===== src/rtl/clk_div_select.sv =====
`default_nettype none
// ============================================================================
// Module   : clk_div_select
// Purpose  : Run-time glitch-free selection of one clock-divider tap, producing
//            a gated clock copy, a rising-edge tick strobe and a tick counter.
// Revision : 1.0 - initial release
// ============================================================================
module clk_div_select #(
    parameter int NTAPS       = 5,
    parameter int SELW        = 3,
    parameter int DEFAULT_SEL = 0,
    parameter int CNT_W       = 8
) (
    input  logic             clk,
    input  logic             rst,
    input  logic [NTAPS-1:0] div_taps,
    input  logic [SELW-1:0]  sel,
    input  logic             sel_valid,
    output logic             sel_ready,
    output logic             sel_err,
    output logic [SELW-1:0]  cur_sel,
    output logic             busy,
    output logic             clk_out,
    output logic             tick,
    output logic [CNT_W-1:0] tick_cnt
);

    typedef enum logic [1:0] {
        S_RUN   = 2'd0,
        S_DRAIN = 2'd1,
        S_HOLD  = 2'd2
    } state_t;

    localparam int               c_nsel        = 2 ** SELW;
    localparam logic [SELW-1:0]  c_default_sel = SELW'(DEFAULT_SEL);
    localparam logic [SELW:0]    c_ntaps       = (SELW + 1)'(NTAPS);
    localparam logic [CNT_W-1:0] c_cnt_one     = CNT_W'(1);

    state_t             r_state;
    logic [SELW-1:0]    r_cur_sel;
    logic [SELW-1:0]    r_pending;
    logic [NTAPS-1:0]   r_taps_q;
    logic               r_clk_out;
    logic               r_tick;
    logic               r_sel_err;
    logic [CNT_W-1:0]   r_tick_cnt;

    state_t             w_state_nxt;
    logic [SELW-1:0]    w_cur_nxt;
    logic [SELW-1:0]    w_pend_nxt;
    logic               w_clk_nxt;
    logic               w_tick_nxt;
    logic               w_err_nxt;
    logic [CNT_W-1:0]   w_cnt_nxt;

    logic [c_nsel-1:0]  w_taps_ext;
    logic [c_nsel-1:0]  w_taps_q_ext;
    logic               w_cur_tap;
    logic               w_new_tap;
    logic               w_rise;

    // Zero-extend the taps to the full select range so any index is in bounds.
    for (genvar i = 0; i < c_nsel; i++) begin : g_ext
        if (i < NTAPS) begin : g_tap
            assign w_taps_ext[i]   = div_taps[i];
            assign w_taps_q_ext[i] = r_taps_q[i];
        end else begin : g_pad
            assign w_taps_ext[i]   = 1'b0;
            assign w_taps_q_ext[i] = 1'b0;
        end
    end

    assign w_cur_tap = w_taps_ext[r_cur_sel];
    assign w_new_tap = w_taps_ext[r_pending];
    assign w_rise    = w_cur_tap & ~w_taps_q_ext[r_cur_sel];

    always_comb begin
        w_state_nxt = r_state;
        w_cur_nxt   = r_cur_sel;
        w_pend_nxt  = r_pending;
        w_clk_nxt   = w_cur_tap;
        w_tick_nxt  = w_rise;
        w_err_nxt   = 1'b0;
        w_cnt_nxt   = r_tick_cnt;

        case (r_state)
            S_RUN: begin
                if (sel_valid) begin
                    if ({1'b0, sel} >= c_ntaps) begin
                        w_err_nxt = 1'b1;
                    end else if (sel != r_cur_sel) begin
                        w_pend_nxt  = sel;
                        w_state_nxt = S_DRAIN;
                    end
                end
            end
            S_DRAIN: begin
                // Old tap keeps running until it is seen low, so its last
                // high phase is never truncated.
                if (!w_cur_tap) begin
                    w_clk_nxt   = 1'b0;
                    w_state_nxt = S_HOLD;
                end
            end
            S_HOLD: begin
                w_clk_nxt  = 1'b0;
                w_tick_nxt = 1'b0;
                if (!w_new_tap) begin
                    w_cur_nxt   = r_pending;
                    w_state_nxt = S_RUN;
                end
            end
            default: begin
                w_clk_nxt   = 1'b0;
                w_tick_nxt  = 1'b0;
                w_state_nxt = S_RUN;
            end
        endcase

        if (w_tick_nxt) begin
            w_cnt_nxt = r_tick_cnt + c_cnt_one;
        end
    end

    always_ff @(posedge clk) begin
        if (rst) begin
            r_state    <= S_RUN;
            r_cur_sel  <= c_default_sel;
            r_pending  <= '0;
            r_taps_q   <= '0;
            r_clk_out  <= 1'b0;
            r_tick     <= 1'b0;
            r_sel_err  <= 1'b0;
            r_tick_cnt <= '0;
        end else begin
            r_state    <= w_state_nxt;
            r_cur_sel  <= w_cur_nxt;
            r_pending  <= w_pend_nxt;
            r_taps_q   <= div_taps;
            r_clk_out  <= w_clk_nxt;
            r_tick     <= w_tick_nxt;
            r_sel_err  <= w_err_nxt;
            r_tick_cnt <= w_cnt_nxt;
        end
    end

    assign sel_ready = (r_state == S_RUN);
    assign busy      = (r_state != S_RUN);
    assign sel_err   = r_sel_err;
    assign cur_sel   = r_cur_sel;
    assign clk_out   = r_clk_out;
    assign tick      = r_tick;
    assign tick_cnt  = r_tick_cnt;

endmodule
`default_nettype wire


===== config.mk =====
export PLATFORM = sky130hd
export DESIGN_NAME = clk_div_select
export DESIGN_NICKNAME = d
export VERILOG_FILES = /design/src/rtl/clk_div_select.sv
export SDC_FILE = /design/constraint.sdc
export NUM_CORES = 1
export LEC_CHECK = 0
export ABC_AREA = 1
export CAP_MARGIN = 15
export CORE_ASPECT_RATIO = 0.8
export CORE_UTILIZATION = 53
export CTS_CLUSTER_SIZE = 8
export DETAILED_ROUTE_END_ITERATION = 10
export MAX_ROUTING_LAYER = met4
export PLACE_DENSITY = 0.83
export SLEW_MARGIN = 25
export SYNTH_ARGS = -nofsm -noshare
export SYNTH_HDL_FRONTEND = slang
export SYNTH_SLANG_ARGS = --single-unit

===== constraint.sdc =====
create_clock -name clk -period 1.7 [get_ports clk]
set_input_delay 0.255 -clock clk [delete_from_list [all_inputs] [get_ports clk]]
set_output_delay 0.255 -clock clk [all_outputs]
set_load 0.01 [all_outputs]

==> impl_metrics.ini <==
[status]
status = complete, no violations

[placed_design]
dp.cells = 226
io_buffers = 26
hpwl_um = 1982
gp_congestion = 0.8949

[global_routing]
antenna_found_initial = 0
grt_pass1_vias = 1015
grt_overflow = 0
grt_max_degree = 13
grt_pass1_wl_um = 4319
gr-usage-all-layers = 0.2277

[yosys]
synth_cells = 177
ys_seq_area_frac = 0.3891
synth_seq_cells = 24
syn_nets = 189
synthFlopType = dfxtp_1
synthesis.area_um2 = 1235
synth.largest_area_cell = dfxtp_1
synth_top_area_frac = 0.3891
synth_area_leaders = dfxtp_1 39%, nand2_1 12%, nor2_1 7.6%, inv_1 6.7%, nand4_1 5.1%
synth_area_per_cell_um2 = 6.977
yosys_warnings = 0
synth-edff-count = 0
synth.distinct_cells = 25
async_reset_ff_frac = 0

[timing]
drv_slew = 0
finClkSkew_ps = 7.851
finalCriticalPeriod_ps = 1615
post-route-period-util = 0.9497
hold_violations = 0
clock.fmax_ghz = 0.6194
holdWs_ps = 505.3
rsz0062_at_grt = no
timing.setup.tns_ps = 0
setup_viol = 0
slew_headroom = 0.7837
tightest_slew_ps = 324.4

[worst_hold_path]
min_path_cells = 1
hold_end = clk_out
hold_path_class = register to register
min_from = r_state[1]

[worst_setup_path]
reg2reg_slack_ps = 270
worstSetupPathType = register to output pin
crit_arrival_ps = 1360
reg2reg_to = tick_cnt[1]
critical_path.startpoint = r_state[1]
endpoint_kind = output pin
crit_slowest_cell = clkdlybuf4s50_1
cp_data_required_time_ps = 1440
critPathMaxStageDelay_ps = 470
path_cells = nor2_2 > inv_1 > clkdlybuf4s50_1
reg2reg_depth = 8
cp-start-kind = register
r2r-start = cur_sel[2]
cp_max_fo = 5

[clock_network]
cts_made_buffers = 3
tritoncts = done
postCtsSetupBuffers = 0
clk_pin_slew_ps = 110
hold_buffers = 0
cts_root_buf = clkbuf_4
clk_path_buf_depth = 2
h-tree-depth = 1
cts.sinks = 24
clk_latency_ps = 300

[power]
p_int_uw = 776.5
swShare = 0.2795
p_comb_frac = 0.211
power.share.sequential = 0.574
p_per_area_nw_per_um2 = 696.3
power.leakage_nw = 0.6471
p_sw_uw = 301.3
ir_drop_v = 0.0007194
power.clock.fraction = 0.215

[floorplan]
start_util = 0.5672
die_h_um = 45.18
chipWidth_um = 55.97
die-area_um2 = 2528
ioPinCount = 27
rows = 15
core-area_um2 = 2177

[final_layout]
regArea_um2 = 486.7
final_cell_mix = 41 x nand2_1, 25 x clkdlybuf4s50_1, 24 x nor2_1, 22 x inv_1, 21 x dfxtp_1
antenna_cells = 0
syn_to_final_growth_pct = 25.33
final_util = 0.7109
layout_commonest_cell = nand2_1
multi_input_area_um2 = 635.6
drive_gt1_frac = 0.1176
fillers = 175
fin_cells = 229
final_nets = 218

[detailed_routing]
ant_nets = 0
drtIter0Drc = 42
drcViolationCount = 0
via_count = 1187
vias_per_cell = 5.183
wl_per_cell_um = 11.21
dr.pass1.iters = 4
wl_um = 2566

[job]
cap_violations = 0
[synth_stat cells, types with 2 or more instances]
cell     instances
inv_1           22
o21ai_0          5
xor2_1           3
nand3_1         10
nor2_1          25
nand4_1         10
dfxtp_1         24
nand2_2          4
inv_2            5
nand2_1         41
xnor2_1          3
a21oi_1         11
nand3_2          2
[sequential cells by signal, summed over array words and instances, names as in the netlist]
name       cells
sel_err        1
cur_sel        3
r_pending      3
tick           1
r_state        2
clk_out        1
r_taps_q       5
tick_cnt       8
[through the flow]
step	cell area, um2	setup WS [ps]	total power [mW]
final	1548	85.43	1.078
after global routing	1548	6.439	1.144
after CTS	1540	24.96	1.087
after detailed placement	1514	59.12	0.8569
after global placement	1514	105.1	0.8507
after floorplan	1235	434.3	0.7667
[worst max-delay path, delay by kind of cell, from the launching register on]
kind	cells	cell delay, ps
DFF	1	390
buffers and inverters	2	530
and+or+nand+nor	1	150
[how the worst max path moves through the flow]
stage	end	slack (ps)	cells past startpoint
floorplan	r_state[1]	430	9
global placement	tick_cnt[3]	110	8
detailed placement	tick_cnt[7]	60	8
CTS	cur_sel[0]	20	1
global route	busy	6	3
finish	busy	90	3
[kinds of logic (layout without fill, tap and decap cells)]
logic type                 count (synthesis)  in the layout  share of synthesized area
AOI/OAI and AO/OA                         20             20                    0.09928
xor gates and xnor gates                   6              6                    0.04256
adders and majority gates                  1              1                    0.01013
buffers and inverters                     30             57                    0.09827
DFF                                       24             24                     0.3891
and+or+nand+nor                           96             96                     0.3607
[timing repair]
| action | in CTS | in global routing |
|---|---|---|
| hold endpoints to repair | 0 | 0 |
| gates resized for setup | 2 | 4 |
| endpoints found under the setup margin | 2 | 4 |
[layout make-up]
class | count | share of cell area
multi-input cells | 123 | 0.4107
flip-flops and latches | 24 | 0.3145
repair buffers | 27 | 0.1746
inverters | 27 | 0.06548
well taps | 25 | 0.02021
clock buffers | 3 | 0.01455
[metal layers]
layer / share of wire / track usage / routed length, um / up-vias
met5: 0 / - / 0 / -
met4: 0.0058 / 0.04390 / 15 / 0
met3: 0.048 / 0.05731 / 123 / 2
met2: 0.46 / 0.3500 / 1173 / 28
met1: 0.49 / 0.3091 / 1253 / 540
li1: - / - / - / 617
[power groups by stage]
stage	sequential (mW)	combinational [mW]	clock, mW
after floorplan	0.633	0.134	0
after global placement	0.630	0.221	0
after detailed placement	0.631	0.226	0
after CTS	0.619	0.229	0.240
after global routing	0.622	0.251	0.271
final	0.618	0.227	0.232
Note: power is estimated with default switching activity, not from simulation.
